$ cat config.mk
export PLATFORM = sky130hd
export DESIGN_NAME = mem_stage_ctrl_flat
export DESIGN_NICKNAME = d
export VERILOG_FILES = /design/src/rtl/cpu_pkg.sv /design/src/rtl/mem_stage_ctrl_if.sv /design/src/rtl/mem_stage_ctrl.sv /design/src/flat_wrapper.sv
export SDC_FILE = /design/constraint.sdc
export NUM_CORES = 1
export LEC_CHECK = 0
export ABC_AREA = 1
export CORE_ASPECT_RATIO = 1.1
export CORE_MARGIN = 3
export CORE_UTILIZATION = 42
export DETAILED_ROUTE_END_ITERATION = 8
export GPL_ROUTABILITY_DRIVEN = 1
export GPL_TIMING_DRIVEN = 0
export PLACE_DENSITY = 0.8
export SLEW_MARGIN = 15
export SYNTH_ARGS = -nofsm -noshare
export SYNTH_HDL_FRONTEND = slang
export SYNTH_SLANG_ARGS = --single-unit
$ cat constraint.sdc
create_clock -name clk_i -period 2.2 [get_ports clk_i]
set_clock_uncertainty 0.15 [all_clocks]
set_input_delay 0.55 -clock clk_i [delete_from_list [all_inputs] [get_ports clk_i]]
set_output_delay 0.55 -clock clk_i [all_outputs]
set_load 0.05 [all_outputs]
$ cat src/rtl/cpu_pkg.sv
// Shared CPU definitions for the memory-stage controller: FSM encoding,
// default access timeout and the word-alignment mask.
package cpu_pkg;

  typedef enum logic [1:0] {
    ST_IDLE = 2'd0,
    ST_REQ  = 2'd1,
    ST_DONE = 2'd2
  } mem_state_t;

  localparam int         TIMEOUT_DEF = 15;
  localparam logic [1:0] ALIGN_MASK  = 2'b11;

endpackage

$ cat src/rtl/mem_stage_ctrl_if.sv
// Data-memory request/ack bus between the MEM-stage controller (master)
// and Data_Memory (slave); request is held until a one-cycle ack.
interface mem_stage_ctrl_if #(
  parameter int AW = 32
);

  logic          mem_req_o;
  logic          mem_we_o;
  logic [AW-1:0] mem_addr_o;
  logic [AW-1:0] mem_wdata_o;
  logic          mem_ack_i;
  logic [AW-1:0] mem_rdata_i;

  modport master (
    output mem_req_o, mem_we_o, mem_addr_o, mem_wdata_o,
    input  mem_ack_i, mem_rdata_i
  );

  modport slave (
    input  mem_req_o, mem_we_o, mem_addr_o, mem_wdata_o,
    output mem_ack_i, mem_rdata_i
  );

endinterface

$ cat src/rtl/mem_stage_ctrl.sv
// MEM-stage access controller between EX/MEM and Data_Memory: stalls the pipe from start until ack/timeout.
// Latency: start cycle + >=1 REQ cycle + 1 DONE cycle; stall_o drops in DONE while EX/MEM still holds the access.
module mem_stage_ctrl
  import cpu_pkg::*;
#(
  parameter int TIMEOUT = TIMEOUT_DEF,
  parameter int AW      = 32
) (
  input  logic                clk_i,
  input  logic                rst_n_i,
  input  logic                MemRead_i,
  input  logic                MemWrite_i,
  input  logic [AW-1:0]       addr_i,
  input  logic [AW-1:0]       wdata_i,
  mem_stage_ctrl_if.master    dmem,
  output logic                stall_o,
  output logic [AW-1:0]       rdata_o,
  output logic                align_err_o,
  output logic                timeout_o
);

  mem_state_t    state_q, state_d;
  logic [7:0]    wait_q;
  logic          req_q;
  logic          we_q;
  logic [AW-1:0] addr_q;
  logic [AW-1:0] wdata_q;
  logic          access;
  logic          aligned;
  logic          start;
  logic          wait_hit;

  assign access   = MemRead_i | MemWrite_i;
  assign aligned  = (addr_i[1:0] & ALIGN_MASK) == 2'b00;
  assign start    = (state_q == ST_IDLE) && access && aligned;
  // This REQ cycle is the TIMEOUT-th one without ack; an ack in it still wins.
  assign wait_hit = (wait_q + 8'd1) == 8'(TIMEOUT);

  always_comb begin
    state_d = state_q;
    stall_o = 1'b0;
    case (state_q)
      ST_IDLE: begin
        if (start) begin
          state_d = ST_REQ;
          stall_o = 1'b1;
        end
      end
      ST_REQ: begin
        stall_o = 1'b1;
        if (dmem.mem_ack_i || wait_hit) begin
          state_d = ST_DONE;
        end
      end
      ST_DONE: state_d = ST_IDLE;
      default: state_d = ST_IDLE;
    endcase
    // Reset must release the pipeline at once even while a request is still presented.
    if (!rst_n_i) begin
      stall_o = 1'b0;
    end
  end

  always_ff @(posedge clk_i or negedge rst_n_i) begin
    if (!rst_n_i) begin
      state_q     <= ST_IDLE;
      wait_q      <= 8'd0;
      req_q       <= 1'b0;
      we_q        <= 1'b0;
      addr_q      <= '0;
      wdata_q     <= '0;
      rdata_o     <= '0;
      align_err_o <= 1'b0;
      timeout_o   <= 1'b0;
    end else begin
      state_q     <= state_d;
      align_err_o <= (state_q == ST_IDLE) && access && !aligned;
      timeout_o   <= 1'b0;
      case (state_q)
        ST_IDLE: begin
          wait_q <= 8'd0;
          if (start) begin
            req_q   <= 1'b1;
            we_q    <= MemWrite_i;
            addr_q  <= addr_i;
            wdata_q <= wdata_i;
          end
        end
        ST_REQ: begin
          if (dmem.mem_ack_i) begin
            req_q <= 1'b0;
            if (!we_q) begin
              rdata_o <= dmem.mem_rdata_i;
            end
          end else if (wait_hit) begin
            req_q     <= 1'b0;
            timeout_o <= 1'b1;
            if (!we_q) begin
              rdata_o <= '0;
            end
          end else begin
            wait_q <= wait_q + 8'd1;
          end
        end
        default: wait_q <= 8'd0;
      endcase
    end
  end

  assign dmem.mem_req_o   = req_q;
  assign dmem.mem_we_o    = we_q;
  assign dmem.mem_addr_o  = addr_q;
  assign dmem.mem_wdata_o = wdata_q;

endmodule

$ cat src/flat_wrapper.sv
// flat-port wrapper written by rule: the top's interface ports become plain ports
module mem_stage_ctrl_flat import cpu_pkg::*;
#(
  parameter int TIMEOUT = TIMEOUT_DEF,
  parameter int AW      = 32
)
  (clk_i, rst_n_i, MemRead_i, MemWrite_i, addr_i, wdata_i, stall_o, rdata_o, align_err_o, timeout_o, dmem_mem_req_o, dmem_mem_we_o, dmem_mem_addr_o, dmem_mem_wdata_o, dmem_mem_ack_i, dmem_mem_rdata_i);
  mem_stage_ctrl_if #(.AW(AW)) dmem_i ();
  input  logic clk_i;
  input  logic rst_n_i;
  input  logic MemRead_i;
  input  logic MemWrite_i;
  input  logic [AW-1:0] addr_i;
  input  logic [AW-1:0] wdata_i;
  output logic stall_o;
  output logic [AW-1:0] rdata_o;
  output logic align_err_o;
  output logic timeout_o;
  output wire logic [$bits(dmem_i.mem_req_o)-1:0] dmem_mem_req_o;
  output wire logic [$bits(dmem_i.mem_we_o)-1:0] dmem_mem_we_o;
  output wire logic [$bits(dmem_i.mem_addr_o)-1:0] dmem_mem_addr_o;
  output wire logic [$bits(dmem_i.mem_wdata_o)-1:0] dmem_mem_wdata_o;
  input wire logic [$bits(dmem_i.mem_ack_i)-1:0] dmem_mem_ack_i;
  input wire logic [$bits(dmem_i.mem_rdata_i)-1:0] dmem_mem_rdata_i;
  assign dmem_mem_req_o = dmem_i.mem_req_o;
  assign dmem_mem_we_o = dmem_i.mem_we_o;
  assign dmem_mem_addr_o = dmem_i.mem_addr_o;
  assign dmem_mem_wdata_o = dmem_i.mem_wdata_o;
  assign dmem_i.mem_ack_i = dmem_mem_ack_i;
  assign dmem_i.mem_rdata_i = dmem_mem_rdata_i;
  mem_stage_ctrl #(.TIMEOUT(TIMEOUT), .AW(AW)) u_core (.clk_i(clk_i), .rst_n_i(rst_n_i), .MemRead_i(MemRead_i), .MemWrite_i(MemWrite_i), .addr_i(addr_i), .wdata_i(wdata_i), .dmem(dmem_i), .stall_o(stall_o), .rdata_o(rdata_o), .align_err_o(align_err_o), .timeout_o(timeout_o));
endmodule
# == After elaboration in Yosys (flattened, before gate mapping) ==
# Cells that the tools add are included.
# classes
n_addsub,1
bitwise,2
reduce_logical,14
n_eq_ne,7
n_mux,20
# ops
operator,count
$mux W32,4
$mux W8,3
$add A8 B1 Y8 const B,1
$eq A8 B4 Y1 const B,1
$mux W1,8
$reduce_and A2 Y1,3
$reduce_and A3 Y1,2
$logic_not A2 Y1,2
$mux W2,2
$ne A2 B1 Y1 const B,2
$ne A2 B2 Y1 const B,2
$pmux W1 S2,2
$pmux W2 S2,1
$reduce_bool A2 Y1,2
$logic_and A1 B1 Y1,3
$ne A3 B2 Y1 const B,1
$eq A2 B1 Y1 const B,1
$logic_not A1 Y1,1
$logic_or A1 B1 Y1,1
$not A1 Y1,1
$or A1 B1 Y1,1
# totals
input_bits,101
out_inout_bits,101
wordCells,53
regBits,110

# == Logic depth before layout (Yosys ltp) ==
# Gate-level depths: netlist (run 1).
# logic_depth
depth_word,6
mapped_depth,12
mapped_depth_nobuf,11

# == Worst setup path after synthesis (run 1) ==
# OpenSTA, ideal clock, no wires.
# synth_timing
kind,input to output
start,input addr_i[1]
end,output stall_o
slack_ns,-0.817
n_path_buf,2
arrival_time_ns,2.317
path_stages,5
required_time_ns,1.500
cell_sequence,nor2_1 -> nand3_1 -> buf_2 -> buf_2 -> a21boi_0
# synth_between
elab_chain_cells,5
# synth_rtl
item,line,source
"start, declared",flat_wrapper.sv:13,input logic [AW-1:0] addr_i;
$logic_not A2 Y1,mem_stage_ctrl.sv:34,assign aligned = (addr_i[1:0] & ALIGN_MASK) == 2'b00;
$logic_and A1 B1 Y1,mem_stage_ctrl.sv:35,assign start = (state_q == ST_IDLE) && access && aligned;
$mux W1,mem_stage_ctrl.sv:44,if (start) begin
$pmux W1 S2,mem_stage_ctrl.sv:42,case (state_q)
$mux W1,mem_stage_ctrl.sv:59,if (!rst_n_i) begin
"end, declared",flat_wrapper.sv:15,output logic stall_o;
# Every way passes these cells.

# == Worst setup path in the final report (run 1) ==
# layout_timing
start,register u_core.state_q[0]
end,output stall_o
# layout_between
elab_chain_cells,6
elab_cells_between_ends,7
classes_between,1 x eq/ne; 3 x mux; 3 x reduce/logical
# layout_rtl
item,line,source
"start, declared",mem_stage_ctrl.sv:22,"mem_state_t state_q, state_d;"
"start signal, assigned",mem_stage_ctrl.sv:76,state_q <= state_d;
$logic_not A2 Y1,"mem_stage_ctrl.sv:35, mem_stage_ctrl.sv:42",
$logic_and A1 B1 Y1 (2 in a row),mem_stage_ctrl.sv:35,
$mux W1,mem_stage_ctrl.sv:44,
$pmux W1 S2 (*),mem_stage_ctrl.sv:42,
$mux W1 (*),mem_stage_ctrl.sv:59,
# Mark *: on every way between the ends. The rest lies on a longest branch, timed or not.

==> results of run 1 <==
## cell families after synthesis
kind of cell | after synthesis | synth area share [%]
fa+ha+maj | 2 | 0.535
simple gates | 187 | 17.8
xor+xnor | 1 | 0.187
flops | 110 | 58.9
mux | 62 | 14.9
buf+inv | 66 | 6.48
compound gates | 11 | 1.23
## layout make-up
cell class,count,area (um2),area share [%]
buffer,19,124,1.71
tap,143,179,2.46
inverter,45,169,2.33
clock buffer,9,225,3.10
multi-input combinational,263,1720,23.7
sequential,110,2760,38.0
antenna,1,2.50,0.0345
clock inverter,6,87.6,1.21
timing repair buffer,208,2000,27.5
## power by group through the flow
stage	combinational (mW)	sequential [mW]	clock, mW
2_1_floorplan	0.658	4.89	0
4_1_cts	3.92	2.87	1.74
6_report	3.88	2.87	1.72
3_3_place_gp	4.19	2.89	0
3_5_place_dp	4.25	2.93	0
5_1_grt	4.04	2.95	1.82
## worst reg2reg max path, stage by stage (launching register included)
cell	delay (ns)
dfrtp_2	0.41
ha_4	0.18
nand3_2	0.12
o21ai_2	0.15
nand2_1	0.11
nor2_4	0.16
nand4_1	0.09
nand2_1	0.10
buf_6	0.15
buf_6	0.15
nand3_1	0.10
nand2_1	0.11
## registers in the layout, indices dropped and copies added, names as in the netlist
name,cells
u_core.timeout_o,1
u_core.state_q,2
u_core.dmem.mem_addr_o,32
u_core.dmem.mem_req_o,1
u_core.align_err_o,1
u_core.dmem.mem_we_o,1
u_core.wait_q,8
u_core.rdata_o,32
u_core.dmem.mem_wdata_o,32
## final timing paths
| check | startpoint | end | slack, ns | cells past startpoint |
|---|---|---|---|---|
| setup / recovery | u_core.state_q[0] | stall_o | 0.09 | 5 |
| hold / removal | rst_n_i | u_core.rdata_o[9] | 0.08 | 2 |
| setup reg to reg | u_core.wait_q[0] | u_core.rdata_o[22] | 0.14 | 11 |
| hold reg to reg | u_core.dmem.mem_addr_o[0] | u_core.dmem.mem_addr_o[0] | 0.32 | 2 |
| max in group asynchronous | rst_n_i | u_core.dmem.mem_wdata_o[1] | 1.11 | 3 |
| min in group clk_i | u_core.dmem.mem_addr_o[0] | u_core.dmem.mem_addr_o[0] | 0.32 | 2 |
## metal layers
metal,vias up,global-route usage (%),share of wire (%)
li1,1837,-,-
met1,1867,24.1,36
met2,143,39.5,56
met3,30,3.10,4.7
met4,0,10.2,3.0
met5,-,0,0
## timing repair
action,CTS,global route
pin swaps,4,2
setup buffers,4,1
hold buffers,2,0
resized for setup,115,20
endpoints found under the hold margin,24,0
setup endpoints to repair,112,43
## cells in the mapped netlist, types with 2 or more instances
master	n
nor2_1	11
nand2_1	110
nor2_2	3
a21oi_1	2
dfrtp_1	110
nand4_1	3
buf_6	6
buf_2	8
nand3_1	40
clkbuf_1	7
inv_1	44
mux2_2	62
ha_1	2
o21ai_0	7
nand2_2	16
## per-stage QoR
step	util, %	worst slack [ns]	power [mW]	hold slack [ns]	cell area [um2]
finish	68.2	0.0920	8.47	0.0800	7260
global route	68.2	0.0319	8.81	0.114	7260
CTS	67.6	0.00145	8.53	0.101	7200
detailed placement	65.0	-1.22	7.18	0.277	6910
global placement	64.7	-4.53	7.09	0.300	6880
floorplan	-	0.0228	5.55	0.104	4700
==> qor.txt, run 1 <==
Flops & latches, synth = 110
Gr ovfl total = 0
Critical Path Start Type = flop
DR iter-0 viols = 245
Mapped Cells = 439
Antenna Nets Post-Route = 0
Worst-path cell chain = inv_1 > nor2_4 > inv_2 > a21boi_4 > buf_6
First-pass GRT wire length = 20.7 mm
# DRC = 0
Placed cells = 783
Drt wl/cell = 16.8 um
Slew Limit Fails = 0
Worst-skew pair later-pin latency = 0.34 ns
Total GRT Usage = 21.3%
Ys Warns = 0
GPL Wtd Cong = 0.819
Post-synth EDFFs = 0
Gate power share = 45.8%
Fraction of layout cells with a size suffix above 1 = 20.3%
Yosys top cell area share = 58.9%
Layout filler cell count = 850
Starting Density = 44.0%
Max Cap Violations = 0
Area leader, netlist = dfrtp_1
Distinct cell type count after synthesis = 23
Drt pass-1 iters = 4
Critical Path AT = 1.41 ns
Vias/cell = 4.82
Clock slew at reported path FFs = 0.07 ns
Synth area leaders = dfrtp_1 (59%), mux2_2 (15%), nand2_1 (8.8%), nand3_1 (4.3%), inv_1 (3.5%)
Syn-to-layout area delta = 55.3%
CTS tree = done
Finished Layout Cells = 804
Chip Height = 117 um
IO Port Bufs = 200
Hold WC Path Type = input pin to asynchronous set/reset pin
Max_slew headroom = 63.6%
Switching share of power = 44.6%
Worst Path Buf+Inv = 3
Asr flop ratio synth = 100%
Final setup fails = 0
Mapped Area = 0.00468 mm2
Sequential share of the synthesized area = 58.9%
Net Sw Power = 3.78 mW
Die Wd = 107 um
Min Tclk post-route = 2.11 ns
FP Rows = 39
Most common cell after layout, fill and taps aside = nand2_1
Leakage = 3.75 nW
Antenna violations before repair = 1
Syn nets = 542
Ys flop type = dfrtp_1
Power per Cell Area = 1170 mW/mm2
WL final = 13.5 mm
Clock sinks = 110
Worst vdd rail ir drop = 0.671 mV
Largest net degree at the start of global routing = 87
Full die area = 0.0124 mm2
Slew @ Worst Pin = 0.548 ns
Clock Power Share = 20.3%
I/O Pins = 202
Most frequent cells in the layout = nand2_1 (109), dfrtp_1 (108), dlygate4sd2_1 (96)
Sequential power share = 33.9%
Hpwl dp = 9.98 mm
TNS Setup = 0 ns
Period utilization = 95.8%
Root buffer cell = clkbuf_16
Mapped Avg Cell Area = 10.7 um2
Fin. Hold Viols = 0
Outcome = finished, final reports clean
Critical Path Sink Type = primary output
Unrepaired setup endpoints after global routing = false
Setup CP Type = flop to primary output
# nets final = 759
Critical path's largest stage delay = 0.39 ns
CP max-delay cell = dfrtp_1
Max Clock Freq = 0.474 GHz
Int Power = 4.69 mW
Critical path fanouts, max = 5
Via count = 3877
Critical path's top delay family = flip-flops
CP required = 1.50 ns
CORE AREA = 0.0106 mm2
H-tree depth = 3
Vias in the first global route = 3967
Maximum root-to-sink buffer count = 2
CTS buffer count = 9
Note: power is estimated with default switching activity, not from simulation.
==> inputs of run 2 (changes only) <==
Settings changed: CTS_CLUSTER_SIZE from default to 24.
==> results of run 2 <==
No change in the layout: final DEF, timing and power equal those of run 1.
